<file path="config.mk">
export PLATFORM = sky130hd
export DESIGN_NAME = brch_pred_update_ctrl
export DESIGN_NICKNAME = d
export VERILOG_FILES = /design/src/rtl/brch_pred_update_ctrl.sv
export SDC_FILE = /design/constraint.sdc
export NUM_CORES = 1
export LEC_CHECK = 0
export CAP_MARGIN = 20
export CORE_MARGIN = 3
export CORE_UTILIZATION = 53
export DETAILED_ROUTE_END_ITERATION = 8
export GPL_TIMING_DRIVEN = 0
export PLACE_DENSITY = 0.84
export SLEW_MARGIN = 10
export SYNTH_ARGS = -nofsm -noshare
export SYNTH_HDL_FRONTEND = slang
export SYNTH_SLANG_ARGS = --single-unit
</file>
<file path="constraint.sdc">
create_clock -name clk -period 3.6 [get_ports clk]
set_input_delay 0.9 -clock clk [delete_from_list [all_inputs] [get_ports clk]]
set_output_delay 0.9 -clock clk [all_outputs]
set_load 0.02 [all_outputs]
</file>
<file path="src/rtl/brch_pred_update_ctrl.sv">
// Update sequencer for the GHR-indexed branch predictor: sweeps the PHT to weakly
// not-taken, tracks IF predictions until they resolve in ID, and issues updates and flushes.
module brch_pred_update_ctrl #(
    parameter int PHT_ADDR_W = 5,
    parameter int QDEPTH     = 2,
    parameter int CNT_W      = 16
) (
    input  logic                  clk,
    input  logic                  rst_n,
    input  logic                  brch_instr_detectd_IF,
    input  logic                  predict_br_taken,
    input  logic                  brch_instr_detectd_ID,
    input  logic                  brch_hazard_stall,
    input  logic                  actual_brch_result,
    input  logic                  pht_reinit_req,
    output logic                  init_busy,
    output logic                  pht_init_wr,
    output logic [PHT_ADDR_W-1:0] pht_init_addr,
    output logic [1:0]            pht_init_data,
    output logic                  upd_br_pred_state,
    output logic                  upd_actual_result,
    output logic                  mispredict_flush,
    output logic                  q_overflow_err,
    output logic                  q_underflow_err,
    output logic [CNT_W-1:0]      br_resolved_cnt,
    output logic [CNT_W-1:0]      mispredict_cnt
);

    localparam int QPTR_W = (QDEPTH > 1) ? $clog2(QDEPTH) : 1;
    localparam int QCNT_W = $clog2(QDEPTH) + 1;

    localparam logic [0:0] ST_INIT = 1'b0;
    localparam logic [0:0] ST_RUN  = 1'b1;

    localparam logic [PHT_ADDR_W-1:0] ADDR_LAST = '1;
    localparam logic [QCNT_W-1:0]     Q_FULL_CNT = QCNT_W'(QDEPTH);

    logic [0:0]            state_reg, state_next;
    logic [PHT_ADDR_W-1:0] addr_reg, addr_next;

    logic                  q_mem [QDEPTH];
    logic [QPTR_W-1:0]     rd_ptr_reg, wr_ptr_reg;
    logic [QCNT_W-1:0]     q_cnt_reg;

    logic                  flush_reg, ovf_reg, unf_reg;
    logic [CNT_W-1:0]      br_cnt_reg, mp_cnt_reg;

    logic in_run, push, resolve, pop, push_ok, push_drop;
    logic q_empty, q_full, predicted, mispredict, enter_init;

    always_comb begin
        in_run     = (state_reg == ST_RUN);
        push       = in_run & brch_instr_detectd_IF & ~brch_hazard_stall & ~flush_reg;
        resolve    = in_run & brch_instr_detectd_ID & ~brch_hazard_stall;
        q_empty    = (q_cnt_reg == '0);
        q_full     = (q_cnt_reg == Q_FULL_CNT);
        pop        = resolve & ~q_empty;
        // An empty queue resolves as if predicted not-taken.
        predicted  = q_empty ? 1'b0 : q_mem[rd_ptr_reg];
        mispredict = resolve & (predicted != actual_brch_result);
        // A full queue still accepts a push when the head leaves in the same cycle.
        push_ok    = push & (~q_full | pop);
        push_drop  = push & q_full & ~pop;
        enter_init = in_run & pht_reinit_req;
    end

    always_comb begin
        state_next = state_reg;
        addr_next  = addr_reg;
        if (state_reg == ST_INIT) begin
            addr_next = addr_reg + PHT_ADDR_W'(1);
            if (addr_reg == ADDR_LAST) begin
                state_next = ST_RUN;
            end
        end else if (pht_reinit_req) begin
            state_next = ST_INIT;
            addr_next  = '0;
        end
    end

    always_ff @(posedge clk or negedge rst_n) begin
        if (!rst_n) begin
            state_reg <= ST_INIT;
            addr_reg  <= '0;
        end else begin
            state_reg <= state_next;
            addr_reg  <= addr_next;
        end
    end

    always_ff @(posedge clk) begin
        if (push_ok) begin
            q_mem[wr_ptr_reg] <= predict_br_taken;
        end
    end

    // The cycle after a mispredict drops all queued entries: they belong to the wrong path.
    always_ff @(posedge clk or negedge rst_n) begin
        if (!rst_n) begin
            rd_ptr_reg <= '0;
            wr_ptr_reg <= '0;
            q_cnt_reg  <= '0;
        end else if (enter_init || flush_reg) begin
            rd_ptr_reg <= '0;
            wr_ptr_reg <= '0;
            q_cnt_reg  <= '0;
        end else begin
            if (pop) begin
                rd_ptr_reg <= rd_ptr_reg + QPTR_W'(1);
            end
            if (push_ok) begin
                wr_ptr_reg <= wr_ptr_reg + QPTR_W'(1);
            end
            q_cnt_reg <= q_cnt_reg + QCNT_W'(push_ok) - QCNT_W'(pop);
        end
    end

    always_ff @(posedge clk or negedge rst_n) begin
        if (!rst_n) begin
            flush_reg <= 1'b0;
            ovf_reg   <= 1'b0;
            unf_reg   <= 1'b0;
        end else if (enter_init) begin
            flush_reg <= 1'b0;
            ovf_reg   <= 1'b0;
            unf_reg   <= 1'b0;
        end else begin
            flush_reg <= mispredict;
            ovf_reg   <= ovf_reg | push_drop;
            unf_reg   <= unf_reg | (resolve & q_empty);
        end
    end

    // Statistics survive a PHT re-initialisation; only reset clears them.
    always_ff @(posedge clk or negedge rst_n) begin
        if (!rst_n) begin
            br_cnt_reg <= '0;
            mp_cnt_reg <= '0;
        end else begin
            if (resolve && (br_cnt_reg != '1)) begin
                br_cnt_reg <= br_cnt_reg + CNT_W'(1);
            end
            if (mispredict && (mp_cnt_reg != '1)) begin
                mp_cnt_reg <= mp_cnt_reg + CNT_W'(1);
            end
        end
    end

    assign init_busy         = (state_reg == ST_INIT);
    assign pht_init_wr       = (state_reg == ST_INIT);
    assign pht_init_addr     = addr_reg;
    assign pht_init_data     = 2'b01;
    assign upd_br_pred_state = resolve;
    assign upd_actual_result = actual_brch_result;
    assign mispredict_flush  = flush_reg;
    assign q_overflow_err    = ovf_reg;
    assign q_underflow_err   = unf_reg;
    assign br_resolved_cnt   = br_cnt_reg;
    assign mispredict_cnt    = mp_cnt_reg;

endmodule

</file>
==> impl_results.md <==
- # DRC: 0
- Area delta synth->final: 30.1%
- WL per Instance: 14.5 µm
- Postcts setup bufs: 0
- TNS Setup: 0 ns
- DIE AREA: 5110 µm²
- Final core utilization: 72.8%
- Clock Skew: 0.00491 ns
- Worst hold path depth: 1
- Routed Antenna Nets: 0
- I/O pin count: 54
- Syn Nets: 224
- Number of max-cap violations: 0
- Post-detail-place hpwl: 3.41 mm
- Site row count: 23
- Routability Congestion: 0.759
- Final WL: 4.65 mm
- Most common cell after layout, fill and taps aside: clkdlybuf4s50_1
- PostCTS Resize Cnt: 0
- Min Tclk post-route: 3.23 ns
- Initial antenna violation count: 0
- CP endpoint kind: output pin
- Ys Warns: 0
- CTS clk-pin slew, worst paths: 0.09 ns
- Final Hold Fails: 0
- Leakage: 1.41 nW
- Worst Path Max Fanout: 4
- Hold-fix buffers, CTS: 0
- Clk sink count: 47
- Final setup vio count: 0
- Global-route wire length before repair: 8.00 mm
- Storage cell area: 1190 µm²
- CTS root buffer: clkbuf_8
- RSZ-0062 raised after global routing: false
- Worst min-delay path class: reg -> reg
- R2r setup slk: 1.27 ns
- Die height: 71.5 µm
- CP arrival: 2.33 ns
- GRT overflow: 0
- Post-synthesis cell area: 2270 µm²
- # diodes: 0
- Hold_ws: 0.493 ns
- Peak VDD IR: 309 µV
- Die width: 71.5 µm
- CTS Buf Count: 5
- # H-tree levels: 2
- Commonest non-fill, non-tap cells in the layout: clkdlybuf4s50_1 (50), dfrtp_1 (45), xor2_1 (21)
- F_max: 0.310 GHz
- Slew Viols, Final: 0
- Reg2reg path depth: 11
- Vias per cell: 5.43
- Area of the multi-input gates: 998 µm²
- Initial DRC count: 86
- Flop and latch count out of synthesis: 47
- Tcrit/Tclk final: 89.7%
- Latest clock arrival within the worst-skew pair: 0.30 ns
- First-pass detailed-route iteration total: 6
- Slew HR: 64.6%
- Post-Synthesis Mean Instance Area: 10.8 µm²
- Largest net degree at the start of global routing: 25
- Share of post-route cells with drive strength above 1: 8.15%
- CTS Buffer Depth: 2
- Slew @ Worst Pin: 0.526 ns
- Core area: 4060 µm²
- Post-Syn Instances: 210
- CTS tree: yes
- Vias in the first global route: 1,708
- Sequential element share of the synthesized area: 52.2%
- FILL cells: 303
- Setup CP Type: in -> out
- Status: finished, final reports clean
- Via count: 1,737
- Cell Pwr Density: 477 nW/µm²
- Number of port buffers: 51
- Total track usage: 19.6%
- Final nets: 283
- Setup crit start kind: input port
- Worst path required time: 2.70 ns
- Initial Utilization: 56.0%
- Synth unique cells: 37
[critical path, stage by stage]
cell             delay [ns]
clkdlybuf4s50_1        0.42
nand3b_1               0.24
inv_1                  0.15
clkdlybuf4s50_1        0.63
[stage by stage]
stage | instance area (µm²) | cells | worst slack, ns | total power (W)
floorplan | 2270 | 210 | 1.17 | 0.000918
global placement | 2850 | 311 | 0.359 | 0.00108
global route | 2960 | 320 | 0.307 | 0.00150
CTS | 2960 | 320 | 0.371 | 0.00142
detailed placement | 2870 | 312 | 0.374 | 0.00110
finish | 2960 | 320 | 0.370 | 0.00141
[final timing paths]
check | startpoint | to
worst max-delay path | brch_hazard_stall | upd_br_pred_state
worst min-delay path | br_resolved_cnt[8] | br_resolved_cnt[8]
worst max register to register | in_run | q_cnt_reg[1]
worst min register to register | br_resolved_cnt[8] | br_resolved_cnt[8]
max in group asynchronous | rst_n | mispredict_cnt[14]
min in group asynchronous | rst_n | br_resolved_cnt[8]
[synthesized netlist by cell type]
library cell  instances  area share, %
a21o_1                2           0.66
a21oi_1               6            1.3
a22o_1                2           0.77
and2_1                1           0.28
and3_1                5            1.4
and4_1                4            1.5
and4_4                1           0.50
buf_2                 1           0.22
buf_4                 6            2.0
buf_6                 1           0.50
clkbuf_1              1           0.17
conb_1                2           0.33
dfrtp_1              45             50
edfxtp_1              2            2.6
ha_1                  6            3.3
inv_1                 6           0.99
mux2_2                1           0.50
mux2_4                1           0.66
mux2i_1               1           0.44
nand2_1              16            2.6
nand3_1               8            1.8
nand3b_1              1           0.33
nand4_1              14            3.9
nand4_4               1           0.94
nor2_1               19            3.1
nor2b_1               1           0.28
nor3_1                5            1.1
nor3b_1               1           0.33
nor4_1                5            1.4
nor4b_1               1           0.39
o211a_1               1           0.44
o21a_1                1           0.33
o21ai_0               4           0.88
o21ai_1               1           0.22
o31a_1                1           0.39
xnor2_1              15            5.8
xor2_1               21            8.1
[logic make-up after synthesis]
family          after synthesis  share of synthesized area [%]
simple gates                 83                           19.8
flops                        47                           52.2
xor+xnor                     36                           13.9
compound gates               18                           5.01
buf+inv                      15                           3.85
fa+ha+maj                     6                           3.30
mux                           3                           1.60
other cells                   2                          0.331
[final cells by class]
| type | instances | share of cell area, % |
|---|---|---|
| repair buffers | 52 | 18.0 |
| flip-flops and latches | 47 | 40.1 |
| plain buffers | 9 | 2.20 |
| clock buffers | 5 | 2.33 |
| well taps | 50 | 2.12 |
| multi-input cells | 148 | 33.8 |
| clock inverters | 3 | 0.635 |
| inverters | 6 | 0.762 |
[routing by layer]
metal | wire length [µm] | share of wire [%] | global-route usage [%] | vias up
met3 | 270 | 5.8 | 5.33 | 7
met5 | 0 | 0 | 0 | -
met2 | 2210 | 48 | 30.6 | 50
met4 | 51 | 1.1 | 5.01 | 0
met1 | 2120 | 46 | 27.3 | 841
li1 | - | - | - | 839
[power by group]
part           internal [W]  switching [W]  leakage [nW]
Sequential         0.000607      0.0000766         0.624
Combinational      0.000207       0.000199         0.733
Clock              0.000137       0.000183        0.0483
Total              0.000951       0.000458          1.41
Power figures use the tool's default switching activity.
